File: src/rtl/laser_frame_receiver.sv
// Dual-lane optical frame receiver: 8N1 frames on two bit-aligned lanes, handshaked byte-pair output.
// Optional LASER_RX_MAJORITY_EN: 2-of-3 majority vote on each bit sample.
module laser_frame_receiver #(
   parameter int unsigned CLKS_PER_BIT = 4
) (
   input  logic       clock,
   input  logic       reset,
   input  logic       laser1_in,
   input  logic       laser2_in,
   input  logic       rx_ready,
   output logic [7:0] data1_out,
   output logic [7:0] data2_out,
   output logic       rx_valid,
   output logic       frame_error,
   output logic       overrun
);

   localparam int unsigned CNT_W = $clog2(CLKS_PER_BIT);
   localparam int unsigned IDX_W = 3;
   localparam int unsigned BYTE_W = 8;

   typedef enum logic [1:0] {IDLE, START, DATA, STOP} state_t;

   state_t state, state_next;

   logic l1_s1, l1_s2, l2_s1, l2_s2;
   logic l1_prev, l2_prev;
   logic [CNT_W-1:0]  cnt;
   logic [IDX_W-1:0]  bit_idx;
   logic [BYTE_W-1:0] shift1, shift2;

   logic samp1_c, samp2_c;
   logic start_edge_c, mid_c, last_c;
   logic cnt_clear_c, shift_c, frame_good_c, frame_bad_c;

   // Two-flop synchronizers plus previous-value register for falling-edge detection
   always_ff @(posedge clock or posedge reset) begin
      if (reset) begin
         l1_s1   <= 1'b1;
         l1_s2   <= 1'b1;
         l2_s1   <= 1'b1;
         l2_s2   <= 1'b1;
         l1_prev <= 1'b1;
         l2_prev <= 1'b1;
      end else begin
         l1_s1   <= laser1_in;
         l1_s2   <= l1_s1;
         l2_s1   <= laser2_in;
         l2_s2   <= l2_s1;
         l1_prev <= l1_s2;
         l2_prev <= l2_s2;
      end
   end

`ifdef LASER_RX_MAJORITY_EN
   logic l1_h1, l1_h2, l2_h1, l2_h2;

   // Two older synchronized values per lane; vote spans the last three
   always_ff @(posedge clock or posedge reset) begin
      if (reset) begin
         l1_h1 <= 1'b1;
         l1_h2 <= 1'b1;
         l2_h1 <= 1'b1;
         l2_h2 <= 1'b1;
      end else begin
         l1_h1 <= l1_s2;
         l1_h2 <= l1_h1;
         l2_h1 <= l2_s2;
         l2_h2 <= l2_h1;
      end
   end

   assign samp1_c = (l1_s2 & l1_h1) | (l1_s2 & l1_h2) | (l1_h1 & l1_h2);
   assign samp2_c = (l2_s2 & l2_h1) | (l2_s2 & l2_h2) | (l2_h1 & l2_h2);
`else
   assign samp1_c = l1_s2;
   assign samp2_c = l2_s2;
`endif

   assign start_edge_c = (l1_prev & ~l1_s2) | (l2_prev & ~l2_s2);
   assign mid_c        = (cnt == CNT_W'(CLKS_PER_BIT / 2 - 1));
   assign last_c       = (cnt == CNT_W'(CLKS_PER_BIT - 1));

   // State register
   always_ff @(posedge clock or posedge reset) begin
      if (reset) state <= IDLE;
      else       state <= state_next;
   end

   // Next-state logic
   always_comb begin
      state_next = state;
      case (state)
         IDLE:  if (start_edge_c) state_next = START;
         START: if (mid_c) state_next = (!samp1_c && !samp2_c) ? DATA : IDLE;
         DATA:  if (last_c && bit_idx == IDX_W'(7)) state_next = STOP;
         STOP:  if (last_c) state_next = IDLE;
         default: state_next = IDLE;
      endcase
   end

   // Per-state control strobes for the datapath
   always_comb begin
      cnt_clear_c  = 1'b0;
      shift_c      = 1'b0;
      frame_good_c = 1'b0;
      frame_bad_c  = 1'b0;
      case (state)
         IDLE:  cnt_clear_c = 1'b1;
         START: cnt_clear_c = mid_c;
         DATA: begin
            cnt_clear_c = last_c;
            shift_c     = last_c;
         end
         STOP: begin
            cnt_clear_c  = last_c;
            frame_good_c = last_c & samp1_c & samp2_c;
            frame_bad_c  = last_c & ~(samp1_c & samp2_c);
         end
         default: cnt_clear_c = 1'b1;
      endcase
   end

   // Counters, shift registers and the output holding stage
   always_ff @(posedge clock or posedge reset) begin
      if (reset) begin
         cnt         <= '0;
         bit_idx     <= '0;
         shift1      <= '0;
         shift2      <= '0;
         data1_out   <= '0;
         data2_out   <= '0;
         rx_valid    <= 1'b0;
         frame_error <= 1'b0;
         overrun     <= 1'b0;
      end else begin
         cnt <= cnt_clear_c ? '0 : cnt + CNT_W'(1);

         if (state == IDLE) bit_idx <= '0;
         else if (shift_c)  bit_idx <= bit_idx + IDX_W'(1);

         if (shift_c) begin
            shift1 <= {samp1_c, shift1[BYTE_W-1:1]};
            shift2 <= {samp2_c, shift2[BYTE_W-1:1]};
         end

         frame_error <= frame_bad_c;
         overrun     <= 1'b0;

         // A completing frame loads if the slot is empty or being taken this edge
         if (frame_good_c) begin
            if (!rx_valid || rx_ready) begin
               data1_out <= shift1;
               data2_out <= shift2;
               rx_valid  <= 1'b1;
            end else begin
               overrun <= 1'b1;
            end
         end else if (rx_valid && rx_ready) begin
            rx_valid <= 1'b0;
         end
      end
   end

endmodule
File: config.mk
export PLATFORM = sky130hd
export DESIGN_NAME = laser_frame_receiver
export DESIGN_NICKNAME = d
export VERILOG_FILES = /design/src/rtl/laser_frame_receiver.sv
export SDC_FILE = /design/constraint.sdc
export NUM_CORES = 1
export LEC_CHECK = 0
export ABC_AREA = 1
export CAP_MARGIN = 20
export CORE_MARGIN = 4
export CORE_UTILIZATION = 51
export CTS_CLUSTER_DIAMETER = 80
export DETAILED_ROUTE_END_ITERATION = 7
export PLACE_DENSITY_LB_ADDON = 0.05
export SYNTH_ARGS = -nofsm -noshare
export SYNTH_HDL_FRONTEND = slang
export SYNTH_SLANG_ARGS = --single-unit
File: constraint.sdc
create_clock -name clock -period 1.7 [get_ports clock]
set_input_delay 0.17 -clock clock [delete_from_list [all_inputs] [get_ports clock]]
set_output_delay 0.17 -clock clock [all_outputs]
set_load 0.05 [all_outputs]
Word-level counts from Yosys, hierarchy flattened
Index checks and enable logic that the tools add are counted.
{"block": "classes", "add_sub_neg": 2, "n_eq_ne": 11, "n_mux": 18, "bitwise_logic": 10, "n_reduce_logical": 14}
{"op": "$mux W2", "count": 6}
{"op": "$mux W1", "count": 8}
{"op": "$ne A2 B2 Y1 const B", "count": 4}
{"op": "$pmux W2 S4", "count": 1}
{"op": "$and A1 B1 Y1", "count": 6}
{"op": "$eq A2 B2 Y1 const B", "count": 3}
{"op": "$mux W3", "count": 2}
{"op": "$eq A2 B1 Y1 const B", "count": 2}
{"op": "$reduce_and A2 Y1", "count": 2}
{"op": "$reduce_and A4 Y1", "count": 1}
{"op": "$reduce_bool A2 Y1", "count": 2}
{"op": "$add A3 B1 Y3 const B", "count": 1}
{"op": "$eq A3 B3 Y1 const B", "count": 1}
{"op": "$logic_and A1 B1 Y1", "count": 3}
{"op": "$logic_not A1 Y1", "count": 3}
{"op": "$not A1 Y1", "count": 3}
{"op": "$pmux W1 S3", "count": 1}
{"op": "$add A2 B1 Y2 const B", "count": 1}
{"op": "$logic_not A2 Y1", "count": 1}
{"op": "$ne A2 B1 Y1 const B", "count": 1}
{"op": "$reduce_or A2 Y1", "count": 1}
{"op": "$logic_or A1 B1 Y1", "count": 1}
{"op": "$or A1 B1 Y1", "count": 1}
{"block": "totals", "register_bits": 48, "input_bits": 5, "out_inout_bits": 19, "word_cells": 71}

Logic depth before layout (Yosys ltp)
{"block": "depth", "depth_word": 6, "depth_mapped": 8}

Worst setup path before layout
OpenSTA, ideal clock, no wires.
{"block": "synth_path", "path_kind": "reg2reg", "start": "register rx_valid", "end": "register data1_out[1]", "arrival_time_ps": 1214, "required_ps": 1624, "setup_slack_ps": 409, "path_stages_with_launch": 6, "path_buffers": 1, "synth_period_minus_slack_ps": 1291, "path_cell_list": "dfrtp_1 -> nand2_1 -> nand2_1 -> buf_2 -> nand2_1 -> o21ai_1"}
{"block": "synth_between", "elab_chain_cells": 3}
{"item": "from (decl)", "line": "13", "source": "output logic rx_valid,"}
{"item": "from (signal assigned)", "line": "133", "source": "rx_valid <= 1'b0;"}
{"item": "from (signal assigned)", "line": "155", "source": "rx_valid <= 1'b1;"}
{"item": "from (signal assigned)", "line": "160", "source": "rx_valid <= 1'b0;"}
{"item": "$logic_not A1 Y1", "line": "152", "source": "if (!rx_valid || rx_ready) begin"}
{"item": "$logic_or A1 B1 Y1", "line": "152"}
{"item": "$reduce_and A2 Y1 (no source line)"}
{"item": "to (signal assigned)", "line": "153", "source": "data1_out <= shift1;"}
{"item": "to (decl)", "line": "11", "source": "output logic [7:0] data1_out,"}
Every way passes these cells.
A chain may end at the register's enable or synchronous reset.

Worst setup path in the final report
{"block": "layout_path", "start": "register data2_out[7]", "end": "output port data2_out[7]"}
{"item": "from (decl)", "line": "12", "source": "output logic [7:0] data2_out,"}
{"item": "from (signal assigned)", "line": "154", "source": "data2_out <= shift2;"}
No word-level cell between the ends.

==> key figures <==
Outcome
  • Status: complete, no violations

Worst hold path
  • Min-delay worst type: in -> async

Clock tree
  • CTS buffer count: 5
  • Clk_lat worst skew: 300 ps
  • Hold buffers post-CTS: 0
  • Worst-path clk slew: roughly 90 ps
  • Clk buf depth: 2
  • Clk sinks: between 40 and 50
  • CTS tree: built
  • CTS H-tree lvls: 2
  • Root buf cell: clkbuf_8

Drt
  • WL/cell: approximately 11 um
  • Residual DRC: 0
  • WL met1: 1340 um
  • Via-per-instance ratio: 4.83
  • Top Metal Used: met4
  • Routed wl met3: around 190 um
  • Final ANT Viol Nets: 0
  • Routed via count: about 1300
  • First-pass DRT Iterations: 4
  • Total routed wirelength: between 2000 and 3000 um
  • DR iter-0 viols: a little over 80
  • Met2 wire length: roughly 1400 um

Floorplanning
  • Die area: roughly 4700 sq um
  • Top Ports: 24
  • CORE AREA: roughly 3400 sq um
  • Initial core utilization: around 55%
  • Die W: approximately 69 um
  • Num rows: 21
  • Die Y: between 60 and 70 um

Place
  • Hpwl dp: just over 2000 um
  • GPL Wtd Cong: around 0.83
  • Port Buf Inserts: 23

STA
  • Final period util: a little over nine tenths
  • Final min period: between 1500 and 2000 ps
  • RSZ-0062 raised after global routing: false
  • Relative slew slack: 65.9%
  • Worst-margin pin slew: approximately 500 ps
  • Setup TNS: 0 ps
  • Fmax: slightly above 600 MHz
  • Worst Skew: 9.00 ps
  • Pins Over Slew Limit: 0
  • Final hold vios: 0
  • Final setup violation count: 0

GRT
  • Global-route wire length before repair: 5240 um
  • Largest net degree at the start of global routing: 33
  • GRT overflow: 0
  • Number of global-route vias before repair: about 1200
  • Initial antenna violation count: 0
  • All-Layer GR Usage: roughly 15%

Synthesis
  • Mean Syn Cell Area: 9.79 sq um
  • Mapped Cells: 192
  • #FFs+latches synth: 48
  • Yosys synthesis warning count: 0
  • Post-synth cell types: 17
  • Syn_nets: roughly 200
  • Sequential area share after synthesis: between 60% and 70%
  • Post-Syn Area: 1880 sq um

Worst setup path
  • Slowest-stage cell, CP: clkdlybuf4s50_1
  • Critical-path cell list: clkdlybuf4s50_1
  • FF-to-FF End: data1_out[6]$_DFFE_PP0P_
  • Crit path required time: between 1500 and 2000 ps
  • CP max FO: 2
  • Critical Path AT: 1470 ps
  • CP bufs+invs: 1
  • Setup CP Type: reg -> out
  • CP Launch Type: flop
  • FF-to-FF setup slack: approximately 360 ps
  • Critical path's top delay family: buffers and inverters
  • FF-to-FF Start: cnt[0]$_DFF_PP0_
  • Crit path from: data2_out[7]$_DFFE_PP0P_
  • Endpoint class of the critical path: output port
  • Crit-path max cell delay: approximately 810 ps
  • R2r worst-path depth: 7

Run
  • Max_cap viols: 0

Layout
  • Layout cells sized above 1: 11.9%
  • Area Overhead vs Synth: 22.2%
  • # diodes: 0
  • Nets: 228
  • Fillers: a little under 300

Power and ir drop
  • Maximum vdd drop: about 0.77 mV
  • Power Total: around 2500 uW
  • Leak Pwr: 0.00109 uW
  • Cell Pwr Density: between 1000 and 1500 nW/um^2
-- through the flow --
step | util [%] | instance area [sq um] | setup WS (ps) | hold slack (ps) | std cells
4_1_cts | 66.7 | 2290 | 42.4 | 196 | 265
2_1_floorplan | - | 1880 | 395 | 174 | 192
6_report | 66.7 | 2300 | 56.1 | 184 | 265
5_1_grt | 66.7 | 2300 | 13.5 | 215 | 265
3_5_place_dp | 63.0 | 2170 | 356 | 349 | 257
3_3_place_gp | 63.0 | 2170 | 384 | 348 | 257
-- cell type report --
type | instances | area [sq um] | share of cell area, %
clock buffers | 7 | 96.3 | 4.19
clock inverters | 1 | 30.0 | 1.31
inverters | 23 | 86.3 | 3.76
multi-input cells | 114 | 551 | 24.0
flip-flops and latches | 48 | 1210 | 52.6
well taps | 46 | 57.6 | 2.51
repair buffers | 26 | 268 | 11.7
-- sequential cells by signal, indices dropped and copies added, names as in the netlist, 2 cells and up, named ones only --
name,cells
shift1,8
data1_out,8
shift2,8
bit_idx,3
data2_out,8
cnt,2
-- logic make-up (layout without fill, tap and decap cells) --
logic type / count (synthesis) / after routing / share of synthesized area [%]
compound gates: 34 / 34 / 9.05
fa+ha+maj: 5 / 5 / 3.33
buf+inv: 30 / 57 / 6.39
flops: 48 / 48 / 64.3
simple gates: 75 / 75 / 16.9
-- metal layers --
layer	GRT usage (%)	vias up
met3	6.00	10
met2	23.5	21
met4	6.57	0
met5	0	-
met1	19.3	594
li1	-	656
-- cell usage after synthesis --
cell      instances  area share (%)
nand3_1           8             2.1
buf_2             6             1.6
o21ai_1          14             3.7
or2_0             1            0.33
nor3_1            1            0.27
nand2_1          55              11
inv_1            23             4.6
dfrtp_1          42              56
a21oi_1           1            0.27
nand4_1           1            0.33
dfstp_2           6             8.4
clkbuf_1          1            0.20
ha_1              5             3.3
nor2_1            6             1.2
o21ai_0          19             5.1
nor2_4            1            0.60
nand3_2           2             1.1
-- cells in the final DEF, fill, tap and decap left out, types with 5 or more instances in the layout --
cell and count:
buf_4 6, clkbuf_8 7, clkdlybuf4s50_1 17, dfrtp_1 42, dfstp_2 6, ha_1 5
inv_1 22, nand2_1 55, nand3_1 8, nor2_1 6, o21ai_0 19, o21ai_1 14
-- worst max-delay path by stage --
stage | to | slack (ps) | cells past startpoint
floorplan | asynchronous set/reset pin | 400 | 1
global placement | data2_out[1] | 380 | 1
detailed placement | data2_out[1]$_DFFE_PP0P_ | 360 | 7
CTS | data2_out[7] | 40 | 1
global route | data2_out[4] | 10 | 1
finish | data2_out[7] | 60 | 1
-- timing repair --
| item | CTS | global route |
|---|---|---|
| hold endpoints to repair | 0 | 0 |
| endpoints found under the setup margin | 0 | 1 |
| resized for setup | 0 | 1 |
| setup buffers | 0 | 0 |
-- report_power, final --
part           internal (uW)  leakage (uW)  switching [uW]
clock                    519     0.0000645             358
combinational            116      0.000378             206
sequential              1220      0.000645            77.4
total                   1850       0.00109             642
(Power assumes the default switching activity.)
